[src/rtl/fc_layer_sequencer.sv]
// Row-by-row MAC control for an MxN fully-connected layer; optional WB stall counter under FC_SEQ_STALL_CNT_EN.
// Latency: N+3 cycles per row, M*(N+3)+1 cycles from the first BIAS cycle through DONE.
// Backpressure: WB holds wb_valid/wb_idx with every strobe low until wb_ready; start is ignored while busy.
module fc_layer_sequencer #(
  parameter int M = 4,
  parameter int N = 4,
  localparam int WAW = (M * N > 1) ? $clog2(M * N) : 1,
  localparam int XAW = (N > 1) ? $clog2(N) : 1,
  localparam int BAW = (M > 1) ? $clog2(M) : 1
) (
  input  logic           clk,
  input  logic           rst,
  input  logic           start,
  output logic           busy,
  output logic           done,
  output logic           rd_en,
  output logic [BAW-1:0] b_addr,
  output logic [WAW-1:0] w_addr,
  output logic [XAW-1:0] x_addr,
  output logic           acc_load,
  output logic           acc_en,
  output logic           wb_valid,
  input  logic           wb_ready,
  output logic [BAW-1:0] wb_idx
`ifdef FC_SEQ_STALL_CNT_EN
  ,
  output logic [15:0]    stall_cnt
`endif
);

  typedef enum logic [2:0] {
    S_IDLE  = 3'd0,
    S_BIAS  = 3'd1,
    S_MAC   = 3'd2,
    S_DRAIN = 3'd3,
    S_WB    = 3'd4,
    S_DONE  = 3'd5
  } state_t;

  state_t         state_q, state_d;
  logic [BAW-1:0] row_q, row_d;
  logic [XAW-1:0] col_q, col_d;
  logic [WAW-1:0] w_addr_q, w_addr_d;

  assign b_addr = row_q;
  assign w_addr = w_addr_q;
  assign x_addr = col_q;

  always_comb begin
    state_d  = state_q;
    row_d    = row_q;
    col_d    = col_q;
    w_addr_d = w_addr_q;
    busy     = 1'b0;
    done     = 1'b0;
    rd_en    = 1'b0;
    acc_load = 1'b0;
    acc_en   = 1'b0;
    wb_valid = 1'b0;
    wb_idx   = '0;
    case (state_q)
      S_IDLE: begin
        if (start) begin
          state_d  = S_BIAS;
          row_d    = '0;
          col_d    = '0;
          w_addr_d = '0;
        end
      end
      S_BIAS: begin
        busy    = 1'b1;
        rd_en   = 1'b1;
        state_d = S_MAC;
      end
      S_MAC: begin
        busy  = 1'b1;
        rd_en = 1'b1;
        // The bias read lands this cycle; each later MAC cycle consumes the previous weight read.
        acc_load = (col_q == '0);
        acc_en   = (col_q != '0);
        w_addr_d = (w_addr_q == WAW'(M * N - 1)) ? '0 : w_addr_q + 1'b1;
        if (col_q == XAW'(N - 1)) begin
          col_d   = '0;
          state_d = S_DRAIN;
        end else begin
          col_d = col_q + 1'b1;
        end
      end
      S_DRAIN: begin
        busy    = 1'b1;
        acc_en  = 1'b1;
        state_d = S_WB;
      end
      S_WB: begin
        busy     = 1'b1;
        wb_valid = 1'b1;
        wb_idx   = row_q;
        if (wb_ready) begin
          if (row_q == BAW'(M - 1)) begin
            row_d   = '0;
            state_d = S_DONE;
          end else begin
            row_d   = row_q + 1'b1;
            state_d = S_BIAS;
          end
        end
      end
      S_DONE: begin
        busy    = 1'b1;
        done    = 1'b1;
        state_d = S_IDLE;
      end
      default: state_d = S_IDLE;
    endcase
  end

  always_ff @(posedge clk) begin
    if (!rst) begin
      state_q  <= S_IDLE;
      row_q    <= '0;
      col_q    <= '0;
      w_addr_q <= '0;
    end else begin
      state_q  <= state_d;
      row_q    <= row_d;
      col_q    <= col_d;
      w_addr_q <= w_addr_d;
    end
  end

`ifdef FC_SEQ_STALL_CNT_EN
  logic [15:0] stall_cnt_q, stall_cnt_d;

  always_comb begin
    stall_cnt_d = stall_cnt_q;
    if (state_q == S_IDLE && start) begin
      stall_cnt_d = '0;
    end else if (state_q == S_WB && !wb_ready && stall_cnt_q != 16'hFFFF) begin
      stall_cnt_d = stall_cnt_q + 16'd1;
    end
  end

  always_ff @(posedge clk) begin
    if (!rst) begin
      stall_cnt_q <= '0;
    end else begin
      stall_cnt_q <= stall_cnt_d;
    end
  end

  assign stall_cnt = stall_cnt_q;
`endif

endmodule

[config.mk]
export PLATFORM = sky130hd
export DESIGN_NAME = fc_layer_sequencer
export DESIGN_NICKNAME = d
export VERILOG_FILES = /design/src/rtl/fc_layer_sequencer.sv
export SDC_FILE = /design/constraint.sdc
export NUM_CORES = 1
export LEC_CHECK = 0
export ABC_AREA = 0
export CORE_UTILIZATION = 47
export CTS_BUF_LIST = sky130_fd_sc_hd__clkbuf_8
export CTS_CLUSTER_SIZE = 20
export DETAILED_ROUTE_END_ITERATION = 10
export HOLD_SLACK_MARGIN = 0.03
export PLACE_DENSITY_LB_ADDON = 0.25
export SYNTH_ARGS = -nofsm -noshare
export SYNTH_HDL_FRONTEND = slang
export SYNTH_SLANG_ARGS = --single-unit
[constraint.sdc]
create_clock -name clk -period 1.5 [get_ports clk]
set_clock_uncertainty 0.05 [all_clocks]
set_input_delay 0.375 -clock clk [delete_from_list [all_inputs] [get_ports clk]]
set_output_delay 0.375 -clock clk [all_outputs]
set_load 0.05 [all_outputs]
==> results of run 1 <==
[per-stage QoR]
stage                     setup TNS [ns]  setup WS (ns)  instance area (µm²)  hold WS, ns
after floorplan                   -0.694         -0.239                  733        0.462
after global placement           -0.0224        -0.0152                 1170        0.480
after detailed placement          -0.557         -0.103                 1170        0.496
after CTS                          -1.24         -0.210                 1280        0.511
[cell families after synthesis]
kind of cell	Yosys count	synth area share, %
xor+xnor	1	1.30
mux	3	4.66
compound gates	21	16.9
buf+inv	8	5.03
flops	11	32.8
simple gates	31	31.8
fa+ha+maj	4	7.45
[synthesized netlist by cell type]
cell type and number:
inv_1 4, nor4b_2 1, nand2_1 3, and3_1 1
clkbuf_1 1, dfxtp_1 11, nand3b_1 4, nor3b_1 1
nand3_1 1, nand4b_1 1, a21oi_1 9, nor2_1 5
buf_2 3, mux2i_1 2, mux2_2 1, o21ai_1 2
o21ai_0 6, xnor2_1 1, ha_1 4, nor3_1 3
o31ai_1 2, nor3b_4 2, a31oi_1 1, nor2b_1 2
and2_1 3, and3b_1 1, o21a_1 1, or2_2 1
nand4_1 2
[timing repair]
item | in CTS
setup endpoints to repair | 11
buffers inserted | 3
pin swaps | 5
resized for setup | 11
==> flow_summary.ini, run 1 <==
[place]
place_inst = 121
gp_congestion = 0.753
hpwlAfterDp_um = 1530
port_buffers = 19

[clocking]
cts_buffer_depth = 2
cts_root_buf = clkbuf_8
clock-sinks = 11
hold_buffers = 0
htree_levels = 1
cts_made_buffers = 3

[logic_synthesis]
synthCells = 79
synthTopCellsByArea = dfxtp_1, ha_1, a21oi_1
synth.distinct_cells = 29
synth_warnings = 0
syn-cell-area_um2 = 672
ys_seq_area_share_pct = 32.8
synth_top_area_share_pct = 32.8
synth_nets = 87
synth_top_area_cell = dfxtp_1
syn_avg_cell_area_um2 = 8.50
synth-seq-cells = 11

[floorplanning]
rows = 13
die_h_um = 39.8
io_pins = 20
initial_utilization_pct = 51.0
fp.dieW_um = 39.8

[outcome]
status = stopped before the end
error = [ERROR DPL-0038] Utilization greater than 100%, impossible to legalize
failed_stage = global routing (5_1_grt)

[global_routing]
grt_max_degree = 12

[timing]
worst_endpoint_kind = top-level output
worst_endpoint = acc_en
==> run 2, diff against run 1 <==
==> config.mk (replaced) <==
export PLATFORM = sky130hd
export DESIGN_NAME = fc_layer_sequencer
export DESIGN_NICKNAME = d
export VERILOG_FILES = /design/src/rtl/fc_layer_sequencer.sv
export SDC_FILE = /design/constraint.sdc
export NUM_CORES = 1
export LEC_CHECK = 0
export ABC_AREA = 0
export CORE_AREA = 2 2 63 65
export DETAILED_ROUTE_END_ITERATION = 10
export DIE_AREA = 0 0 65 67
export PLACE_DENSITY_LB_ADDON = 0.15
export SYNTH_ARGS = -nofsm -noshare
export SYNTH_HDL_FRONTEND = slang
export SYNTH_SLANG_ARGS = --single-unit
==> run 2 against run 1 <==
  * The flow now finishes, with violations (negative setup slack)
  * Synthesized cell count unchanged
  * Synthesized area unchanged
==> flow_summary.ini, run 2 <==
[outcome]
status = finished, violations left
failed_checks = negative setup slack

[clocking]
clk_pin_slew_worst_paths_ns = 0.05
hold_buffers = 0
htree_levels = 1
cts_buffer_depth = 2
cts_tree = done
cts_made_buffers = 3
insertion_delay_ns = 0.24
clock-sinks = 11
cts_root_buf = clkbuf_8

[power]
ir_drop_v = 0.000170
powerDensity_nw_per_um2 = 721
total_leakage_power_uw = 0.000512

[logic_synthesis]
synth-main-ff-cell = dfxtp_1
synth_warnings = 0
ys_seq_area_share_pct = 32.8
synth-edff-count = 0
synthArstFlopShare_pct = 0
synth-seq-cells = 11
synth.most_common_cell = dfxtp_1
synthTopCellsByArea = dfxtp_1, ha_1, a21oi_1
synth_top_area_cell = dfxtp_1
syn-cell-area_um2 = 672
synth_top_area_share_pct = 32.8
synth_nets = 87
syn_avg_cell_area_um2 = 8.50
synth_commonest_cells = dfxtp_1, a21oi_1, o21ai_0, nor2_1
synthCells = 79
synth.distinct_cells = 29

[timing]
max_freq_mhz = 597
fin_ws_ns = -0.175
period_share_pct = 112
hold_violations = 0
worst_pin_slew_ns = 0.339
slew_headroom_pct = 77.4
rsz0062_at_grt = true
drv_slew = 0
fin_crit_ns = 1.67
finalSetupViolations = 8
tns_ns = -0.793

[floorplanning]
die_h_um = 67
initial_utilization_pct = 18.6
rows = 22
coreArea_um2 = 3610
die-area_um2 = 4360
fp.dieW_um = 65
io_pins = 20

[global_routing]
antenna_found_initial = 0
grt_pass1_wl_um = 3060
grt_pass1_vias = 697
grt_max_degree = 12
grt_use_total_pct = 9.23
grt-ovfl-total = 0

[flow_run]
maxCapViolations = 0

[worst_hold_path]
hold_path.class = reg -> reg

[place]
gp_congestion = 0.659
place_inst = 155
port_buffers = 19
hpwlAfterDp_um = 1270

[final_layout]
layout.nets = 123
syn_to_final_growth_pct = 95.3
largest_reg_flops = 4
n_antenna_cell = 0
final_common_cell = buf_12
drive_above_1_share_pct = 49.1
final_cell_mix = buf_12, buf_4, a21oi_1, o21ai_0, dfxtp_1
final_cells = 162

[worst_setup_path]
crit_path_end_kind = primary output
worstSetupStartpointType = flip-flop
slowest_delay_ns = 0.34
path_cells = inv_2 > ha_4 > nor2b_4 > nor3b_4 > buf_12
cp_slowest_cell = dfxtp_4
critPathRequiredTime_ns = 1.07
cp_max_fo = 2
crit_type = reg -> out
crit_arrival_ns = 1.25

[drt]
dr.first_iter.drc_count = 18
route.antenna.remaining_nets = 0
vias = 689
viasPerCell = 4.25
drc = 0
drt-wirelength-per-cell_um = 10.5
first_pass_iters = 4
wl_um = 1710
-- run 2: cell counts after synthesis --
Identical to the previous run, type by type.
-- run 2: cell type report --
class                           count  area, µm²
Inverter                            4       15.0
Fill cell                         362       2290
Timing Repair Buffer               35        478
Sequential cell                    11        239
Tap cell                           48       60.1
Multi-Input combinational cell     60        475
Clock buffer                        4       45.0
-- run 2: logic make-up after synthesis --
logic type | Yosys count | synth area share (%)
DFF | 11 | 32.8
buffers and inverters | 8 | 5.03
adders and majority gates | 4 | 7.45
AOI/OAI and AO/OA | 21 | 16.9
xor gates and xnor gates | 1 | 1.30
muxes | 3 | 4.66
and+or+nand+nor | 31 | 31.8
-- run 2: worst max-delay path, delay by kind of cell, from the launching register on --
| family | cells | cell delay, ns |
|---|---|---|
| flip-flops | 1 | 0.34 |
| AND/OR/NAND/NOR | 2 | 0.32 |
| adder cells (fa/ha/maj) | 1 | 0.15 |
| buffers and inverters | 2 | 0.20 |
-- run 2: per-stage QoR --
step	power [µW]	cell area (µm²)	setup WS [ns]	utilization, %	hold WS [ns]
finish	947	1310	-0.175	36.4	0.510
global route	1000	1310	-0.242	36.4	0.556
CTS	959	1310	-0.187	36.4	0.517
detailed placement	645	1220	-0.0480	33.8	0.506
global placement	646	1220	-0.0685	33.8	0.503
floorplan	500	733	-0.239	-	0.462
-- run 2: metal layers --
metal	part of all wire (%)	up-vias	GRT usage (%)	routed length [µm]
li1	-	355	-	-
met1	44	321	10.7	752
met2	50	9	14.8	849
met3	3.2	4	1.86	55
met4	2.8	0	7.18	48
met5	0	-	0	0
-- run 2: path summary, 6_finish.rpt --
check	from	endpoint	slack, ns	cells past startpoint
min	w_addr[1]	w_addr[1]	0.51	2
min reg2reg	w_addr[1]	w_addr[1]	0.51	2
max reg2reg	state_q[0]	w_addr[0]	0.19	4
max	x_addr[0]	acc_en	-0.17	5
-- run 2: report_power, final --
part	total, µW	switching (µW)	internal (µW)
clock	296	109	186
combinational	326	161	166
sequential	325	23.5	302
-- run 2: repair_timing --
| item | CTS | global route |
|---|---|---|
| resized for setup | 9 | 0 |
| setup buffers | 3 | 0 |
| pin swaps | 4 | 0 |
| endpoints found under the setup margin | 8 | 8 |
Note: power is estimated with default switching activity, not from simulation.
